[config.mk]
export PLATFORM = sky130hd
export DESIGN_NAME = cint_sequencer
export DESIGN_NICKNAME = d
export VERILOG_FILES = /design/src/rtl/cint_sequencer.sv
export SDC_FILE = /design/constraint.sdc
export NUM_CORES = 1
export LEC_CHECK = 0
export ABC_CLOCK_PERIOD_IN_PS = 2300
export CORE_MARGIN = 2
export CORE_UTILIZATION = 35
export CTS_CLUSTER_SIZE = 20
export DETAILED_ROUTE_END_ITERATION = 8
export HOLD_SLACK_MARGIN = 0.08
export PLACE_DENSITY = 0.66
export SKIP_CTS_REPAIR_TIMING = 1
export SLEW_MARGIN = 5
export SYNTH_ARGS = -nofsm -noshare
export SYNTH_HDL_FRONTEND = slang
export SYNTH_SLANG_ARGS = --single-unit
[constraint.sdc]
create_clock -name CLK -period 2.3 [get_ports CLK]
set_clock_uncertainty 0.2 [all_clocks]
set_input_delay 0.575 -clock CLK [delete_from_list [all_inputs] [get_ports CLK]]
set_output_delay 0.575 -clock CLK [all_outputs]
set_load 0.01 [all_outputs]
[src/rtl/cint_sequencer.sv]
// CINT0 sequencer: pushes the return PC onto the stack page for a CALL, or resets the stack for an RST, then loads the PC target.
// Optional interrupt-mask output irq_enable is built only when CINT_IRQ_MASK_EN is defined.
module cint_sequencer #(
    parameter logic [15:0] CALL_VECTOR = 16'h0008,
    parameter logic [15:0] RST_VECTOR  = 16'h0000,
    parameter logic [7:0]  STACK_PAGE  = 8'h01
) (
    input  logic        CLK,
    input  logic        notRESET,
    input  logic        enable_cint,
    input  logic        P2_Reset_CINT,
    input  logic        P2_Set_CINT0_RST,
    input  logic        P2_Set_CINT0_CALL,
    input  logic [15:0] pc_in,
    input  logic        mem_ready,
    output logic        mem_we,
    output logic [15:0] mem_addr,
    output logic [7:0]  mem_wdata,
    output logic        pc_load,
    output logic [15:0] pc_value,
    output logic        busy,
    output logic [7:0]  sp,
`ifdef CINT_IRQ_MASK_EN
    output logic        irq_enable,
`endif
    output logic        stack_ovf
);

    typedef enum logic [1:0] {
        IDLE    = 2'd0,
        PUSH_HI = 2'd1,
        PUSH_LO = 2'd2,
        LOAD    = 2'd3
    } state_t;

    state_t      state;
    state_t      next_state;
    logic [15:0] pc_latch;
    logic [15:0] target;
    logic        is_rst;
    logic        dec_sp;
    logic        accept;
    logic        take_rst;
    logic        take_call;

    // RST wins over CALL when both variant inputs are high.
    assign accept    = (state == IDLE) && enable_cint && P2_Reset_CINT;
    assign take_rst  = accept && P2_Set_CINT0_RST;
    assign take_call = accept && !P2_Set_CINT0_RST && P2_Set_CINT0_CALL;
    assign busy      = (state != IDLE);

    always_ff @(posedge CLK or negedge notRESET) begin
        if (!notRESET) begin
            state <= IDLE;
        end else begin
            state <= next_state;
        end
    end

    always_comb begin
        next_state = state;
        mem_we     = 1'b0;
        mem_addr   = 16'h0000;
        mem_wdata  = 8'h00;
        pc_load    = 1'b0;
        pc_value   = 16'h0000;
        dec_sp     = 1'b0;
        case (state)
            IDLE: begin
                if (take_rst) begin
                    next_state = LOAD;
                end else if (take_call) begin
                    next_state = PUSH_HI;
                end
            end
            PUSH_HI: begin
                mem_we    = 1'b1;
                mem_addr  = {STACK_PAGE, sp};
                mem_wdata = pc_latch[15:8];
                if (mem_ready) begin
                    dec_sp     = 1'b1;
                    next_state = PUSH_LO;
                end
            end
            PUSH_LO: begin
                mem_we    = 1'b1;
                mem_addr  = {STACK_PAGE, sp};
                mem_wdata = pc_latch[7:0];
                if (mem_ready) begin
                    dec_sp     = 1'b1;
                    next_state = LOAD;
                end
            end
            LOAD: begin
                pc_load    = 1'b1;
                pc_value   = target;
                next_state = IDLE;
            end
            default: next_state = IDLE;
        endcase
    end

    // Datapath: return address, target, stack pointer and the sticky wrap flag.
    always_ff @(posedge CLK or negedge notRESET) begin
        if (!notRESET) begin
            pc_latch   <= 16'h0000;
            target     <= 16'h0000;
            is_rst     <= 1'b0;
            sp         <= 8'hFF;
            stack_ovf  <= 1'b0;
`ifdef CINT_IRQ_MASK_EN
            irq_enable <= 1'b1;
`endif
        end else begin
            if (accept) begin
                pc_latch <= pc_in;
            end
            if (take_rst) begin
                target     <= RST_VECTOR;
                is_rst     <= 1'b1;
`ifdef CINT_IRQ_MASK_EN
                irq_enable <= 1'b1;
`endif
            end else if (take_call) begin
                target     <= CALL_VECTOR;
                is_rst     <= 1'b0;
`ifdef CINT_IRQ_MASK_EN
                irq_enable <= 1'b0;
`endif
            end
            if (dec_sp) begin
                sp <= sp - 8'd1;
                if (sp == 8'h00) begin
                    stack_ovf <= 1'b1;
                end
            end else if ((state == LOAD) && is_rst) begin
                sp <= 8'hFF;
            end
        end
    end

endmodule

**Word level (Yosys, flattened, before mapping)**

Cells that the tools add are included.

- Bits in registers: 44
- Input port bits: 23

- Add/subtract/negate cells: 1
- Reductions and logical operators: 15
- Equal/unequal tests: 6
- Mux-type cells: 18

Operators with widths:

| operator | number |
|---|---|
| $mux 16 | 3 |
| $mux 8 | 2 |
| $pmux 8 s2 | 1 |
| $mux 9 | 1 |
| $logic_not 8->1 | 1 |
| $mux 2 | 4 |
| $pmux 2 s4 | 1 |
| $sub 8x1->8 const B | 1 |
| $logic_and 1x1->1 | 6 |
| $mux 1 | 6 |
| $reduce_bool 2->1 | 3 |
| $eq 2x2->1 const B | 2 |
| $ne 2x2->1 const B | 2 |
| $ne 3x3->1 const B | 1 |
| $reduce_and 3->1 | 1 |
| $eq 2x1->1 const B | 1 |
| $logic_not 2->1 | 1 |
| $reduce_and 2->1 | 1 |
| $reduce_or 2->1 | 1 |
| $logic_not 1->1 | 1 |

**Longest topological paths before layout**

Gate-level depths: netlist (run 1).

- Depth in word-level cells: 8
- Depth in mapped cells: 6
- Gate-level depth less buffers: 5

**Least setup slack after synthesis (run 1)**

Ideal clock, no wire load.

- Kind: reg-to-output
- Start: reg state[0]
- End: out mem_wdata[0]
- Setup slack: 0.096 ns
- Data required time: 1.525 ns
- Stages on the path, launching flop included: 6
- Buffers on the path: 2
- Data arrival time: 1.429 ns
- Cells stage by stage: dfrtp_1 inv_1 ha_1 buf_2 clkbuf_1 nor2b_1

- Word-level cells in the longest chain between the ends: 2

Ends and longest elaborated chain:

| item | RTL line | source |
|---|---|---|
| start, declared | 36 | `state_t state;` |
| start signal, assigned | 56 | `state <= next_state;` |
| $eq 2x2->1 or $eq 2x1->1 (tied branches) | 68 | `case (state)` |
| $pmux 8 s2 * | 68 |  |
| end, declared | 18 | `output logic [7:0] mem_wdata,` |

Every way passes the cells marked *; elsewhere a longest branch is shown, timed or not.

**Worst setup path in the final report (run 1)**

- Start: reg state[0]
- End: out mem_wdata[4]

The elaborated chain is that of the path after synthesis.

==> parameters.txt, run 1 <==
Parameter                              Value

Status
  Status    finished, final reports clean

STA
  Tcrit/Tclk final    97.8%
  Maximum operating frequency    0.444 GHz
  Final setup TNS    0 ns
  Final min period    2.25 ns
  Worst slack on hold paths    0.276 ns
  Final hold violation count    0
  Max Slew Vio Count    0
  Final setup fails    0
  RSZ-0062 raised after global routing    yes

Final layout
  Commonest cells after routing, fill and taps aside    nand2_1, clkdlybuf4s50_1, conb_1
  Number of nets at the end of the flow    291
  Area grow syn2layout    40.7%
  Most common cell after layout, fill and taps aside    nand2_1
  Fraction of layout cells with a size suffix above 1    17.9%
  # diodes    0

Yosys
  Compound-cell area share of the yosys netlist    14.3%
  Multiplexer share of the synthesized area    0.577%
  Proportion of register bits with asynchronous set or reset after synthesis    100%
  Commonest register cell after synthesis    dfrtp_1
  Fraction of the mapped netlist area in adder cells    5.05%
  Distinct cell type count of the synthesized netlist    37
  Syn avg cell area    8.76 sq um
  Synthesis warning total    0
  Area fraction in and, or, nand and nor cells after synthesis    23.9%
  Post-synthesis share of cell area spent on xor and xnor gates    0%
  Gate count of the mapped netlist    198
  Number of enable flip-flop cells after synthesis    0
  Post-synthesis sequential area ratio    42.4%
  Post-Synthesis Cell Area    1740 sq um
  Dominant combinational cell family by area after synthesis    simple AND/OR/NAND/NOR gates
  #FFs+latches synth    29

Placed design
  Post-detailed-placement half-perimeter wirelength    2860 um
  Count of buffers from port buffering    52
  Routability congestion estimate    0.759

GRT
  Wire length of the first global-routing pass    6580 um
  GRT Residual Overflow    0
  Via count of the first global-routing pass    1440
  Initial antenna violation count    0
  Maximum number of pins on one net before global-route repair    30
  Total GRT Usage    15.7%

Clock tree
  Clock insertion delay at the later pin of the skew report    0.29 ns
  Clock slew at reported path FFs    0.06 ns
  Sinks on Clock Net    29
  Maximum root-to-sink buffer count    2
  Cts bufs inserted    5
  CTS tree    yes
  CTS H-tree lvls    2
  Cell at the root of the clock tree    clkbuf_8

Detailed routing
  Number of nets with antenna violations after detailed routing    0
  Via density per instance    4.47
  Routed Wire Length    3970 um
  Residual DRC    0
  Per-cell routed wire length    12.1 um
  Total number of vias    1469
  First-pass detailed-route iteration total    4
  Detailed router's first-iteration violation count    50

Pwr
  Peak ir drop on the vdd network    546 uV
  Static Leakage    1.28 nW
  Power per Cell Area    1400 nW/um^2

Die
  Count of boundary I/O pins    75
  Starting Density    36.5%
  Vert. Die Dim    74.4 um
  Placeable core area    4750 sq um
  DIE WIDTH    74.4 um
  Die Area    5540 sq um
  Standard-cell row count    25

Setup path
  Category of the critical setup timing path    reg2out
  Type of origin of the critical path    flip-flop
  Max Fanout on Critical Path    9
  Data required time at the worst endpoint    1.52 ns
  Capturing element type of the critical path    primary output
  Arrival time of data at the critical path endpoint    1.47 ns

Min path
  Worst min-delay path category    reg2reg

Flow run
  Count of maximum capacitance violations    0
## per-stage QoR
step                utilization, %  total power [W]  setup slack, ns  area, sq um  instances
global route                  51.4          0.00372          -0.0377         2440        329
global placement              48.3          0.00299           -0.182         2300        319
finish                        51.4          0.00342           0.0501         2440        329
CTS                           50.1          0.00344           -0.515         2380        327
floorplan                        -          0.00206           0.0961         1810        219
detailed placement            48.3          0.00301           -0.199         2300        319
## cell usage after synthesis (2+ instances only)
master	instances	area, sq um
nand2_1	52	195
buf_4	23	173
dfrtp_1	21	526
a22oi_1	9	67.6
and2_1	9	56.3
nor2b_1	9	56.3
dfstp_2	8	210
buf_2	7	35.0
ha_1	7	87.6
a21oi_1	6	30.0
inv_1	6	22.5
nor2_1	6	22.5
o21ai_0	5	25.0
nand3_1	3	15.0
a211oi_1	2	15.0
a22o_1	2	17.5
a2bb2oi_1	2	17.5
nor3_1	2	10.0
## logic make-up after synthesis
family,Yosys count
AOI/OAI and AO/OA,35
adders and majority gates,7
other,1
and+or+nand+nor,88
buffers and inverters,37
DFF,29
muxes,1
## report_power, final
part / internal, W / switching, W / total (W)
Clock: 0.000208 / 0.000207 / 0.000416
Combinational: 0.00108 / 0.000917 / 0.00199
Sequential: 0.000796 / 0.000215 / 0.00101
Total: 0.00208 / 0.00134 / 0.00342
## layout make-up
class | count | area, sq um
clock inverters | 3 | 17.5
flip-flops and latches | 29 | 736
repair buffers | 66 | 629
multi-input cells | 153 | 885
fillers | 466 | 2310
inverters | 6 | 22.5
well taps | 67 | 83.8
clock buffers | 5 | 68.8
## path summary, 6_finish.rpt
path / startpoint / endpoint / slack (ns) / cells after the start
min reg2reg: stack_ovf$_DFFE_PN0P_ / stack_ovf$_DFFE_PN0P_ / 0.28 / 1
max: state[0]$_DFFE_PN0P_ / mem_wdata[4] / 0.05 / 6
min in group asynchronous: notRESET / pc_latch[8]$_DFFE_PN0N_ / 0.48 / 2
max reg2reg: state[0]$_DFFE_PN0P_ / sp[5]$_DFFE_PN1P_ / 0.41 / 7
max in group asynchronous: notRESET / sp[5]$_DFFE_PN1P_ / 1.12 / 2
min: stack_ovf$_DFFE_PN0P_ / stack_ovf$_DFFE_PN0P_ / 0.28 / 1
## state kept, by name, summed over array words and instances, names as in the netlist
signal / flops
target: 1
state: 2
is_rst: 1
pc_latch: 16
stack_ovf: 1
sp: 8
## worst max-delay path, cell delays in order (launching register included)
cell            delay, ns
dfrtp_1              0.38
inv_2                0.07
buf_4                0.14
ha_4                 0.19
a22oi_1              0.17
nor2b_1              0.06
dlymetal6s2s_1       0.17
## routing by layer
layer  vias up  track usage [%]  wire length, um
met5         -                0                0
met4         0             6.94               74
met3         8             5.01              295
met2        52             25.7             1810
met1       670             19.0             1790
li1        739                -                -
(Power assumes the default switching activity.)
==> inputs of run 2 (changes only) <==
GPL_ROUTABILITY_DRIVEN = 1   (was not set)
==> results of run 2 <==
No change in the layout: final DEF, timing and power equal those of run 1.
